### config.mk
export PLATFORM = sky130hd
export DESIGN_NAME = char_scheduler
export DESIGN_NICKNAME = d
export VERILOG_FILES = /design/src/rtl/show_char_pkg.sv /design/src/rtl/char_hit.sv /design/src/rtl/char_scheduler.sv
export SDC_FILE = /design/constraint.sdc
export NUM_CORES = 1
export LEC_CHECK = 0
export BUFFER_PORTS_ARGS = -buffer_cell sky130_fd_sc_hd__buf_2
export CORE_MARGIN = 3
export CORE_UTILIZATION = 39
export DETAILED_ROUTE_END_ITERATION = 10
export SETUP_SLACK_MARGIN = 0.2
export SYNTH_ARGS = -nofsm -noshare
export SYNTH_HDL_FRONTEND = slang
export SYNTH_SLANG_ARGS = --single-unit
### constraint.sdc
create_clock -name i_clk -period 4.44 [get_ports i_clk]
set_input_delay 0.888 -clock i_clk [delete_from_list [all_inputs] [get_ports i_clk]]
set_output_delay 0.888 -clock i_clk [all_outputs]
set_load 0.02 [all_outputs]
### src/rtl/show_char_pkg.sv
// Shared types and defaults for the character-layer sprite arbiter.
package show_char_pkg;

  localparam int N_CHAR_DEF = 5;
  localparam int MAP_W_DEF  = 288;
  localparam int CHAR_SIZE  = 16;
  localparam int PART_SIZE  = 8;

  typedef enum logic [2:0] {
    PACMAN = 3'd0,
    BLINKY = 3'd1,
    PINKY  = 3'd2,
    INKY   = 3'd3,
    CLYDE  = 3'd4
  } char_id_e;

  typedef enum logic [1:0] {
    IDLE = 2'd0,
    SCAN = 2'd1,
    RESP = 2'd2
  } sched_state_e;

endpackage

### src/rtl/char_hit.sv
// Combinational 16x16 hit test of one pixel against one character.
// CHAR_TUNNEL_WRAP_EN adds a same-cycle retest at x + MAP_W for tunnel wrap.
module char_hit
  import show_char_pkg::*;
#(
  parameter int CW    = 10,
  parameter int MAP_W = MAP_W_DEF
) (
  input  logic [CW-1:0] x,
  input  logic [CW-1:0] y,
  input  logic [CW-1:0] cx,
  input  logic [CW-1:0] cy,
  output logic          hit,
  output logic [1:0]    part,
  output logic [5:0]    offset
);

  localparam int EW = CW + 1;

`ifdef CHAR_TUNNEL_WRAP_EN
  localparam bit WRAP_EN = 1'b1;
`else
  localparam bit WRAP_EN = 1'b0;
`endif

  logic [EW-1:0] x_e, y_e, cx_e, cy_e, x_w;
  logic [EW-1:0] dx_d, dx_w, dx, dy;
  logic          hit_y, hit_dx, hit_wx;

  always_comb begin
    // One extra bit keeps cx + CHAR_SIZE from overflowing near the map edge.
    x_e  = {1'b0, x};
    y_e  = {1'b0, y};
    cx_e = {1'b0, cx};
    cy_e = {1'b0, cy};
    x_w  = x_e + EW'(MAP_W);

    hit_y  = (y_e >= cy_e) && (y_e < cy_e + EW'(CHAR_SIZE));
    hit_dx = (x_e >= cx_e) && (x_e < cx_e + EW'(CHAR_SIZE));
    hit_wx = WRAP_EN && (x_w >= cx_e) && (x_w < cx_e + EW'(CHAR_SIZE));

    dx_d = x_e - cx_e;
    dx_w = x_w - cx_e;
    dx   = hit_dx ? dx_d : dx_w;
    dy   = y_e - cy_e;

    hit    = hit_y && (hit_dx || hit_wx);
    part   = {dy >= EW'(PART_SIZE), dx >= EW'(PART_SIZE)};
    offset = {dx[2:0], dy[2:0]};
  end

endmodule

### src/rtl/char_scheduler.sv
// Per-pixel sprite arbiter: scans a snapshot of all characters through one
// shared char_hit unit in priority order. Optional macro: CHAR_TUNNEL_WRAP_EN.
module char_scheduler
  import show_char_pkg::*;
#(
  parameter int N_CHAR = N_CHAR_DEF,
  parameter int MAP_W  = MAP_W_DEF,
  parameter int CW     = 10
) (
  input  logic                 i_clk,
  input  logic                 i_rst,
  input  logic                 i_req_valid,
  output logic                 o_req_ready,
  input  logic [CW-1:0]        i_x_cord,
  input  logic [CW-1:0]        i_y_cord,
  input  logic [N_CHAR*CW-1:0] i_char_x,
  input  logic [N_CHAR*CW-1:0] i_char_y,
  input  logic [N_CHAR-1:0]    i_char_en,
  output logic                 o_rsp_valid,
  input  logic                 i_rsp_ready,
  output logic                 o_hit,
  output logic [2:0]           o_char_id,
  output logic [1:0]           o_part_offset,
  output logic [5:0]           o_char_offset,
  output logic                 o_busy
);

  localparam int KW = (N_CHAR > 1) ? $clog2(N_CHAR) : 1;

  sched_state_e        state_q, state_d;
  logic [KW-1:0]       k_q, k_d;
  logic                snap_load;

  logic [CW-1:0]        x_q, y_q;
  logic [N_CHAR*CW-1:0] char_x_q, char_y_q;
  logic [N_CHAR-1:0]    char_en_q;

  logic [CW-1:0] cur_cx, cur_cy;
  logic          cur_en;
  logic          unit_hit;
  logic [1:0]    unit_part;
  logic [5:0]    unit_off;

  logic       hit_q, hit_d;
  logic [2:0] id_q, id_d;
  logic [1:0] part_q, part_d;
  logic [5:0] off_q, off_d;

  always_comb begin
    cur_cx = char_x_q[k_q*CW +: CW];
    cur_cy = char_y_q[k_q*CW +: CW];
    cur_en = char_en_q[k_q];
  end

  char_hit #(
    .CW    (CW),
    .MAP_W (MAP_W)
  ) u_hit (
    .x      (x_q),
    .y      (y_q),
    .cx     (cur_cx),
    .cy     (cur_cy),
    .hit    (unit_hit),
    .part   (unit_part),
    .offset (unit_off)
  );

  always_comb begin
    // NOTE: every target gets a default first, so no path can infer a latch.
    state_d   = state_q;
    k_d       = k_q;
    snap_load = 1'b0;
    hit_d     = hit_q;
    id_d      = id_q;
    part_d    = part_q;
    off_d     = off_q;
    unique case (state_q)
      IDLE: begin
        if (i_req_valid) begin
          snap_load = 1'b1;
          k_d       = '0;
          state_d   = SCAN;
        end
      end
      SCAN: begin
        if (cur_en && unit_hit) begin
          hit_d   = 1'b1;
          id_d    = 3'(k_q);
          part_d  = unit_part;
          off_d   = unit_off;
          state_d = RESP;
        end else if (k_q == KW'(N_CHAR - 1)) begin
          hit_d   = 1'b0;
          id_d    = '0;
          part_d  = '0;
          off_d   = '0;
          state_d = RESP;
        end else begin
          k_d = k_q + KW'(1);
        end
      end
      RESP: begin
        if (i_rsp_ready) state_d = IDLE;
      end
      default: state_d = IDLE;
    endcase
  end

  // NOTE: state uses non-blocking assignments so every register samples pre-edge values.
  always_ff @(posedge i_clk) begin
    if (i_rst) begin
      state_q <= IDLE;
      k_q     <= '0;
      hit_q   <= 1'b0;
      id_q    <= '0;
      part_q  <= '0;
      off_q   <= '0;
    end else begin
      state_q <= state_d;
      k_q     <= k_d;
      hit_q   <= hit_d;
      id_q    <= id_d;
      part_q  <= part_d;
      off_q   <= off_d;
    end
  end

  // NOTE: the snapshot is pure datapath, always loaded before use, so it has no reset.
  always_ff @(posedge i_clk) begin
    if (snap_load) begin
      x_q       <= i_x_cord;
      y_q       <= i_y_cord;
      char_x_q  <= i_char_x;
      char_y_q  <= i_char_y;
      char_en_q <= i_char_en;
    end
  end

  // Gating with i_rst keeps a discarded request from handshaking during reset.
  assign o_req_ready   = (state_q == IDLE) && !i_rst;
  assign o_rsp_valid   = (state_q == RESP) && !i_rst;
  assign o_busy        = (state_q != IDLE);
  assign o_hit         = hit_q;
  assign o_char_id     = id_q;
  assign o_part_offset = part_q;
  assign o_char_offset = off_q;

endmodule

# Word level (Yosys, flattened, before mapping)
# Index checks and enable logic that the tools add are counted.
# op_classes
addsub	7
multipliers	1
n_lt_le_gt_ge	7
eq_ne	8
shift	2
mux	22
n_reduce_logical	14
# op_table
operator	count
$shiftx 50x8->10	2
$add 10x5->11 const B	2
$ge 11x4->1 const B	2
$lt 10x11->1	2
$sub 10x10->11	2
$ge 10x10->1	2
$mux 3	5
$mux 2	6
$mux 6	2
$add 10x9->11 const B	1
$mux 11	1
$sub 11x10->11	1
$ne 2x2->1 const B	4
$logic_and 1x1->1	6
$mul 3x3->6 const B	1
$pmux 2 s3	1
$pmux 3 s2	1
$reduce_bool 2->1	3
$mux 1	5
$lt 3x4->1 const B	1
$reduce_and 4->1	1
$add 3x1->3 const B	1
$bmux 1 s3	1
$eq 3x3->1 const B	1
7 further kinds	7
# totals
regBits	142
input_bits	129
output_inout_bits	15
word_cells	72

# Logic depth before layout (Yosys ltp)
# Gate-level depths: netlist of run 1.
# depth
ltp_word	9
ltp_mapped	21
mapped_depth_nobuf	17

# Cells and area by module
# A second synthesis of run 1 with hierarchy kept.
# unflattened
cells_unflattened	579
hier_area_um2	7410.9
# modules_own_cells
module	n_inst	cells_each	area_per_inst_um2	seq_area_each_um2
char_scheduler	1	293	5301.3	4093.9
char_hit	1	286	2109.5	0.0

# Worst setup path before layout of run 1
# OpenSTA, ideal clock, no wires.
# synth_path
kind	input-to-reg
start	input port i_req_valid
end	register k_q[1]
setup_time_ps	128
arrival_time_ps	4309
t_required_ps	4312
setup_slack_ps	3
cell_stages	4
path_buffers	0
cell_sequence	and2_1 a21oi_1 a21oi_1 o32ai_1
# synth_via
elab_chain_cells	2
# synth_rtl
item	line_no	rtl
start: declaration	char_scheduler.sv:12	input logic i_req_valid,
$ne 2x2->1 (no source line)	-	
$reduce_and 4->1 (no source line)	-	
end signal: assignment	char_scheduler.sv:120	k_q <= k_d;
end: declaration	char_scheduler.sv:31	logic [KW-1:0] k_q, k_d;
# No other way between the ends.
# A chain may end at the register's enable or synchronous reset.

# Final worst setup path of run 1
# layout_path
start	register k_q[2]
end	register part_q[1] (netlist: o_part_offset[1])
# layout_via
elab_chain_cells	9
word_cells_on_any_way	21
classes_between	3 x add/sub; 1 x mul; 5 x order compare; 1 x eq/ne; 2 x shift; 3 x mux; 6 x reduce/logical
# layout_rtl
item	line_no	rtl
$mul 3x3->6	char_scheduler.sv:50, char_scheduler.sv:51	
$shiftx 50x8->10, on equally long branches	char_scheduler.sv:51, char_scheduler.sv:50	
$add 10x5->11, on equally long branches	char_hit.sv:38, char_hit.sv:39	
$lt 10x11->1, on equally long branches	char_hit.sv:38, char_hit.sv:39	
$logic_and 1x1->1, on equally long branches	char_hit.sv:38, char_hit.sv:39	
$logic_and 1x1->1	char_hit.sv:47	hit = hit_y && (hit_dx || hit_wx);
$logic_and 1x1->1	char_scheduler.sv:86	if (cur_en && unit_hit) begin
$reduce_bool 2->1 (no source line)	-	
$reduce_and 2->1 (no source line)	-	
end signal: assignment	char_scheduler.sv:123	part_q <= part_d;
end: declaration	char_scheduler.sv:46	logic [1:0] part_q, part_d;
# Several ways; a longest one is shown, not always the timed one. The select of a mux whose other input is x is not followed.

==> results.md, run 1 <==
- CTS resizes: 0
- Fin Clk Skew: 11.3 ps
- Post-CTS Setup Repair Bufs: 0
- Worst slew pin tran: 622 ps
- Iteration-0 DRC Markers: 334
- Maximum clock frequency: 0.251 GHz
- Hold Vio Cnt, Final: 0
- RSZ-0062 raised after global routing: false
- Clock latency on the worst-skew pair: 430 ps
- CTS sink cnt: 142
- GPL Wtd Cong: 0.856
- Row count: 48
- Vias per cell: 5.16
- Area leader, netlist: edfxtp_1
- Die span in y: 141 um
- Initial Util: 40.3%
- Slew HR: 58.5%
- GRT Total Usage: 17.6%
- Worst setup path category: reg -> reg
- CTS tree: done
- Final setup margin: 449 ps
- First drt pass iteration count: 5
- Area delta synth->final: 22.2%
- N_diodes: 0
- Final Net Count: 886
- Commonest non-fill, non-tap cell in the layout: buf_2
- Top_reg_cell synth: edfxtp_1
- Post-synth EDFFs: 125
- Max-cap violations: 0
- Post-DP HPWL: 12800 um
- Top layer used by detailed routing: met4
- Crit start category: flop
- Post-Route Utilization: 49.3%
- TNS Setup: 0 ps
- Die area: 0.0198 mm^2
- Worst hold path type: reg -> reg
- IO Count: 144
- Hold buffer count at CTS: 0
- Fin crit share: 89.9%
- Met2 wire len: 8300 um
- Worst endpoint required time: 4750 ps
- Largest net degree at the start of global routing: 87
- First-pass GRT wire length: 27200 um
- CP endpoint kind: flop
- Post-Route M1 WL: 7740 um
- FILL cells: 1590
- Reg clk slew, reported paths: 60 ps
- Synth Warn #: 0
- Sequential-to-total area share from yosys stat: 57.9%
- Clock Path Buffers: 2
- Tmin final: 3990 ps
- Root Driver: clkbuf_16
- Most frequent cells in the layout: buf_2 (143), edfxtp_1 (125), a21oi_1 (44)
- Post-Route WL: 17000 um
- DP Area: 0.00806 mm^2
- Post-Place Setup Slack: 417 ps
- Die X: 141 um
- CP arrival: 4300 ps
- Worst ir drop on vdd: 254 uV
- Post-DRT Antenna Nets: 0
- Unique cell type count in the Yosys netlist: 64
- Flip-flop and latch count after synthesis: 142
- Wirelength per Cell: 18.0 um
- Post-Syn Nets: 732
- Cell Pwr Density: 427 mW/mm^2
- Share of layout cells above drive strength 1: 28.1%
- Met3 Wirelength: 734 um
- Post-Syn Area: 0.00707 mm^2
- Area share of the largest cell type after synthesis: 53.1%
- Synth async-reset ratio: 0%
- Initial antenna violation count: 0
- Post-route cell area: 0.00864 mm^2
- FF/Latch Area: 0.00410 mm^2
- Number of global-route vias before repair: 5185
- Num CTS Buffers: 17
- DRC viols: 0
- Gr ovfl total: 0
- Setup Viol. Count Final: 0
- Worst-path maximum fanout: 14
- Leak pwr: 3.42 nW
- Total core area: 0.0175 mm^2
- Htree depth: 4
- Post-Syn Area per Cell: 12.7 um^2
- Synth Instances: 555
- Vias: 4887
- Fin. max-slew vios: 0
- Status: complete, no violations
- Main area contributors after synthesis: edfxtp_1 (53%), ha_1 (6.7%), mux2i_1 (5.2%)
- IO Port Bufs: 143
- Area of the multi-input gates: 0.00273 mm^2
synthesized netlist by cell type, types with 3 or more instances:
cell	instances
fa_1	10
a21oi_1	44
clkbuf_1	6
o22ai_1	5
mux2_2	4
o21a_1	5
ha_1	38
buf_6	4
a21o_1	6
o211ai_1	9
a32oi_1	3
a22oi_1	3
xnor2_1	9
dfxtp_1	17
and3_1	6
or3_1	5
nand2b_1	5
edfxtp_1	125
nand3_1	18
nand4_1	3
nand2_1	27
buf_1	3
inv_1	34
nor2b_1	7
xor2_1	6
nor3_1	9
mux2i_1	37
o21ai_0	25
o22a_1	3
buf_2	8
nor2_1	28
layout make-up:
class	instances	area share, %
Clock inverter	15	1.58
Tap cell	225	3.26
Inverter	35	1.52
Multi-Input combinational cell	356	31.6
Timing Repair Buffer	157	9.69
Sequential cell	142	47.4
Clock buffer	17	4.93
where the power goes:
part           switching, mW  total [mW]  internal [mW]
Sequential            0.0343        1.59           1.56
Clock                  0.581        1.36          0.778
Combinational          0.437       0.741          0.305
Total                   1.05        3.69           2.64
metal layers:
layer	up-vias	GRT usage, %
li1	2385	-
met1	2355	23.9
met2	133	28.7
met3	14	3.56
met4	0	5.30
met5	-	0
sequential cells by signal, summed over array words and instances, names as in the netlist:
| register | count |
|---|---|
| o_char_id | 3 |
| o_part_offset | 2 |
| char_y_q | 50 |
| k_q | 3 |
| char_x_q | 50 |
| o_char_offset | 6 |
| char_en_q | 5 |
| state_q | 2 |
| y_q | 10 |
| o_hit | 1 |
| x_q | 10 |
critical path, cell delays in order, from the launching register on:
cell and delay (ps):
dfxtp_2 420, buf_4 250, nand2b_1 160, nor2_1 40, a21oi_1 330, inv_1 170
ha_1 230, inv_1 140, nor3_1 90, xnor2_1 160, ha_1 320, a2111oi_0 360
a32oi_1 210, o41ai_4 110, and4_2 450, nand2_4 80, o311a_1 350
metrics by stage:
stage | hold WS [ps] | cells | power, mW
finish | 480 | 947 | 3.69
global route | 522 | 947 | 3.88
CTS | 488 | 947 | 3.71
detailed placement | 480 | 915 | 2.35
global placement | 482 | 915 | 2.34
floorplan | 535 | 555 | 2.13
cells by family (layout without fill, tap and decap cells):
| group | Yosys count | count (layout) | synth area share (%) |
|---|---|---|---|
| multiplexers | 42 | 42 | 6.20 |
| adder cells (fa/ha/maj) | 48 | 48 | 9.56 |
| flip-flops | 142 | 142 | 57.9 |
| XOR/XNOR | 15 | 15 | 1.86 |
| AO/OA/AOI/OAI | 132 | 132 | 12.5 |
| AND/OR/NAND/NOR | 119 | 119 | 8.36 |
| buffers and inverters | 57 | 224 | 3.65 |
final timing paths:
kind	slack, ps	endpoint	from	cells after the start
setup / recovery	450	o_part_offset[1]	k_q[2]	16
hold / removal	480	o_hit	o_hit	2
setup reg to reg	450	o_part_offset[1]	k_q[2]	16
hold reg to reg	480	o_hit	o_hit	2
(Power assumes the default switching activity.)
==> run 2: changes to the inputs <==
--- a/config.mk
+++ b/config.mk
@@ -9,6 +9,7 @@
 export CORE_MARGIN = 3
 export CORE_UTILIZATION = 39
 export DETAILED_ROUTE_END_ITERATION = 10
+export PLACE_DENSITY = 0.64
 export SETUP_SLACK_MARGIN = 0.2
 export SYNTH_ARGS = -nofsm -noshare
 export SYNTH_HDL_FRONTEND = slang
==> results.md, run 2 (synthesized netlist as in run 1, its figures left out) <==
- Post-DRT Antenna Nets: 0
- Fin. max-slew vios: 0
- Fin Clk Skew: 9.97 ps
- N_diodes: 0
- Top flop regs: char_x_q (50), char_y_q (50)
- Setup Viol. Count Final: 0
- CTS tree: done
- Iteration-0 DRC Markers: 287
- Htree depth: 4
- Worst setup path category: reg -> reg
- Cell Pwr Density: 436 mW/mm^2
- Cells on worst reg2reg path: 14
- Clock latency on the worst-skew pair: 430 ps
- Leak pwr: 3.42 nW
- Clock group share of total power: 38.2%
- Post-DP HPWL: 12700 um
- CP endpoint kind: flop
- Initial Util: 40.3%
- Hold Path Cell Cnt: 2
- Num CTS Buffers: 17
- Post-Route WL: 16800 um
- FF/Latch Area: 0.00410 mm^2
- R2R Setup Slk: 420 ps
- Hold WS: 467 ps
- Wirelength per Cell: 17.8 um
- FF-to-FF End: o_part_offset[1]
- DRC viols: 0
- Total core area: 0.0175 mm^2
- Reg clk slew, reported paths: 60 ps
- GPL Wtd Cong: 0.882
- Status: complete, no violations
- Root Driver: clkbuf_16
- Worst ir drop on vdd: 288 uV
- Post-Layout Cell Count: 945
- Hold buffer count at CTS: 0
- Worst R2R Start: k_q[2]
- Largest net degree at the start of global routing: 73
- Number of global-route vias before repair: 5123
- Sw Share: 28.3%
- Worst slew pin tran: 1000 ps
- Crit start category: flop
- Worst hold path type: reg -> reg
- Worst endpoint required time: 4750 ps
- Post-CTS Setup Repair Bufs: 0
- IO Count: 144
- Maximum clock frequency: 0.249 GHz
- Max-cap violations: 0
- Area delta synth->final: 22.7%
- Area of the multi-input gates: 0.00273 mm^2
- NetSw: 1.07 mW
- CTS sink cnt: 142
- Die area: 0.0198 mm^2
- TNS Setup: 0 ps
- Most frequent cells in the layout: buf_2 (143), edfxtp_1 (125), a21oi_1 (44)
- Final Net Count: 884
- IO Port Bufs: 143
- Fin crit share: 90.4%
- Sink of the worst hold path: o_hit
- Post-Route Utilization: 49.4%
- Row count: 48
- Clock Path Buffers: 2
- Internal: 2.71 mW
- First-pass GRT wire length: 26700 um
- Hold Vio Cnt, Final: 0
- Share of layout cells above drive strength 1: 28.1%
- Part of the power in registers: 42.1%
- Tmin final: 4020 ps
- Initial antenna violation count: 0
- RSZ-0062 raised after global routing: false
- Vias: 4908
- CP arrival: 4320 ps
- Slew HR: 33.2%
- Die span in y: 141 um
- FILL cells: 1584
- Gr ovfl total: 0
- Hold path startpoint: o_hit
- Placed insts: 913
- Worst-path maximum fanout: 16
- Commonest non-fill, non-tap cell in the layout: buf_2
- Comb power frac: 19.7%
- GRT Total Usage: 17.3%
- Die X: 141 um
- Vias per cell: 5.19
- First drt pass iteration count: 4
run 2: changes by cell type in the layout (fill, tap and decap cells not counted), moves of 2 or more:
cell	previous run	this run
buf_4	12	10
inv_6	5	7
clkinv_4	3	0
clkinv_1	2	0
clkinvlp_4	1	3
run 2: cell type report:
cell class | count | area share, %
clock buffers | 17 | 4.91
clock inverters | 15 | 2.03
inverters | 35 | 1.52
multi-input cells | 356 | 31.5
flip-flops and latches | 142 | 47.3
well taps | 225 | 3.25
repair buffers | 155 | 9.58
run 2: metrics by stage:
stage / cell area (um^2) / worst slack [ps] / power, mW
floorplan: 7070 / 513 / 2.13
global placement: 8060 / 626 / 2.33
detailed placement: 8060 / 436 / 2.35
CTS: 8660 / 410 / 3.80
global route: 8670 / 238 / 3.96
finish: 8670 / 424 / 3.78
run 2: worst max-delay path by stage:
stage / startpoint / endpoint / slack, ps / cells after the start
after global routing: k_q[0] / o_char_offset[5] / 240 / 17
after detailed placement: k_q[2] / o_char_offset[5] / 440 / 17
after global placement: k_q[2] / o_char_offset[5] / 630 / 17
after CTS: k_q[0] / o_char_offset[5] / 410 / 17
final: k_q[2] / o_part_offset[1] / 420 / 14
after floorplan: k_q[0] / o_part_offset[1] / 510 / 18
run 2: per-layer routing:
metal,track usage (%),share of wire (%)
met1,22.2,43
met2,28.3,49
met3,4.58,5.8
met4,6.12,1.6
met5,0,0
run 2: critical path, cell delays in order (launching register included):
cell	delay, ps
dfxtp_2	410
buf_4	310
mux2i_1	120
o32ai_1	280
nor2_1	220
nor3_1	280
nand3_1	140
xnor2_1	170
ha_1	190
a2111oi_0	410
a32oi_1	250
o41ai_4	130
and4_1	550
nand2_4	90
o311a_1	360
run 2: power groups by stage:
| stage | Combinational, mW | Sequential (mW) | Clock [mW] |
|---|---|---|---|
| 2_1_floorplan | 0.517 | 1.61 | 0 |
| 3_3_place_gp | 0.716 | 1.62 | 0 |
| 3_5_place_dp | 0.731 | 1.62 | 0 |
| 4_1_cts | 0.739 | 1.59 | 1.47 |
| 5_1_grt | 0.832 | 1.60 | 1.54 |
| 6_report | 0.745 | 1.59 | 1.44 |
run 2: timing repair:
action,in CTS,in global routing
gates resized for setup,0,3
setup endpoints to repair,0,12
hold endpoints to repair,0,0
==> run 3: changes to the inputs <==
--- a/config.mk
+++ b/config.mk
@@ -9,7 +9,7 @@
 export CORE_MARGIN = 3
 export CORE_UTILIZATION = 39
 export DETAILED_ROUTE_END_ITERATION = 10
-export PLACE_DENSITY = 0.64
+export PLACE_DENSITY = 0.62
 export SETUP_SLACK_MARGIN = 0.2
 export SYNTH_ARGS = -nofsm -noshare
 export SYNTH_HDL_FRONTEND = slang
==> constraint.sdc (replaced) <==
create_clock -name i_clk -period 4.95 [get_ports i_clk]
set_input_delay 0.99 -clock i_clk [delete_from_list [all_inputs] [get_ports i_clk]]
set_output_delay 0.99 -clock i_clk [all_outputs]
set_load 0.02 [all_outputs]
==> results.md, run 3 (synthesized netlist as in run 1, its figures left out) <==
- Post-DP HPWL: 12700 um
- DRC viols: 0
- Worst endpoint required time: 5250 ps
- Clock latency on the worst-skew pair: 410 ps
- CTS sink cnt: 142
- Initial antenna violation count: 0
- First-pass GRT wire length: 26900 um
- Root Driver: clkbuf_16
- Die span in y: 141 um
- Cell Pwr Density: 377 mW/mm^2
- CTS tree: done
- Leak pwr: 3.37 nW
- Worst ir drop on vdd: 246 uV
- Post-Route WL: 17000 um
- Pwr Total: 3.22 mW
- Tmin final: 4330 ps
- Fin Clk Skew: 8.30 ps
- Hold buffer count at CTS: 0
- Maximum clock frequency: 0.231 GHz
- Row count: 48
- Num CTS Buffers: 17
- Gr ovfl total: 0
- Fin. max-slew vios: 0
- Initial Util: 40.3%
- IO Port Bufs: 143
- Hold WS: 493 ps
- Die area: 0.0198 mm^2
- Worst setup path startpoint: k_q[2]
- Total core area: 0.0175 mm^2
- Share of layout cells above drive strength 1: 26.9%
- Area delta synth->final: 20.9%
- DP Area: 0.00801 mm^2
- Post-Layout Cell Count: 942
- Worst setup path category: reg -> reg
- Reg clk slew, reported paths: 60 ps
- IO Count: 144
- Htree depth: 4
- Vias: 4891
- Final setup margin: 616 ps
- Clock Path Buffers: 2
- CP endpoint kind: flop
- Worst-path maximum fanout: 14
- GRT Total Usage: 17.5%
- Status: complete, no violations
- Fin crit share: 87.6%
- Hold Vio Cnt, Final: 0
- Placed insts: 910
- First drt pass iteration count: 5
- Slew HR: 52.2%
- Final Net Count: 882
- Vias per cell: 5.19
- Number of global-route vias before repair: 4974
- Hold path startpoint: o_char_id[2]
- Worst slew pin tran: 712 ps
- Post-Route Utilization: 48.7%
- N_diodes: 0
- Worst hold path type: reg -> reg
- Largest net degree at the start of global routing: 50
- RSZ-0062 raised after global routing: false
- Commonest non-fill, non-tap cell in the layout: buf_2
- CP arrival: 4630 ps
- Top flop regs: char_x_q (50), char_y_q (50)
- Worst R2R Start: k_q[2]
- Crit start category: flop
- Wirelength per Cell: 18.0 um
- GPL Wtd Cong: 0.850
- Die X: 141 um
- TNS Setup: 0 ps
- Setup Viol. Count Final: 0
- Max-cap violations: 0
- Post-DRT Antenna Nets: 0
- Post-Place Setup Slack: 560 ps
- Iteration-0 DRC Markers: 290
- Most frequent cells in the layout: buf_2 (143), edfxtp_1 (125), a21oi_1 (44)
- Post-route cell area: 0.00855 mm^2
-- run 3: changes by cell type in the layout (fill, tap and decap cells not counted), moves of 2 or more --
cell | before | now
clkinv_2 | 1 | 3
clkinv_4 | 0 | 2
clkinv_1 | 0 | 5
inv_6 | 7 | 0
buf_12 | 2 | 0
-- run 3: final cells by class --
| class | count | area, um^2 |
|---|---|---|
| inverters | 35 | 131 |
| clock inverters | 14 | 104 |
| clock buffers | 17 | 425 |
| fillers | 1603 | 8990 |
| repair buffers | 153 | 791 |
| well taps | 225 | 282 |
| multi-input cells | 356 | 2720 |
| flip-flops and latches | 142 | 4100 |
-- run 3: final timing paths --
| path | end | slack (ps) | cells after the start |
|---|---|---|---|
| worst max-delay path | o_part_offset[1] | 620 | 16 |
| worst min-delay path | o_char_id[2] | 490 | 2 |
| worst max register to register | o_part_offset[1] | 620 | 16 |
| worst min register to register | o_char_id[2] | 490 | 2 |
-- run 3: critical path, stage by stage, from the launching register on --
cell	delay [ps]
dfxtp_2	520
buf_4	260
mux2i_1	190
o21ai_0	90
a21oi_1	340
inv_1	150
ha_1	230
inv_1	150
nor3_1	100
xnor2_1	160
ha_1	300
a2111oi_0	400
a32oi_1	220
o41ai_4	120
and4_1	530
nand2_4	90
o311a_1	360
-- run 3: where the power goes --
group	switching, mW	internal (mW)	total [mW]	leakage, nW
Combinational	0.387	0.264	0.651	1.78
Sequential	0.0318	1.40	1.43	1.33
Clock	0.469	0.675	1.14	0.252
Total	0.887	2.34	3.22	3.37
-- run 3: timing repair --
item	in CTS	in global routing
buffers inserted	0	1
resized for setup	0	0
endpoints found under the setup margin	0	3
-- run 3: metal layers --
layer / part of all wire (%) / vias to the layer above / global-route usage, %
met4: 2.0 / 0 / 6.63
li1: - / 2382 / -
met3: 5.3 / 19 / 4.61
met5: 0 / - / 0
met1: 45 / 2345 / 23.3
met2: 48 / 145 / 27.6
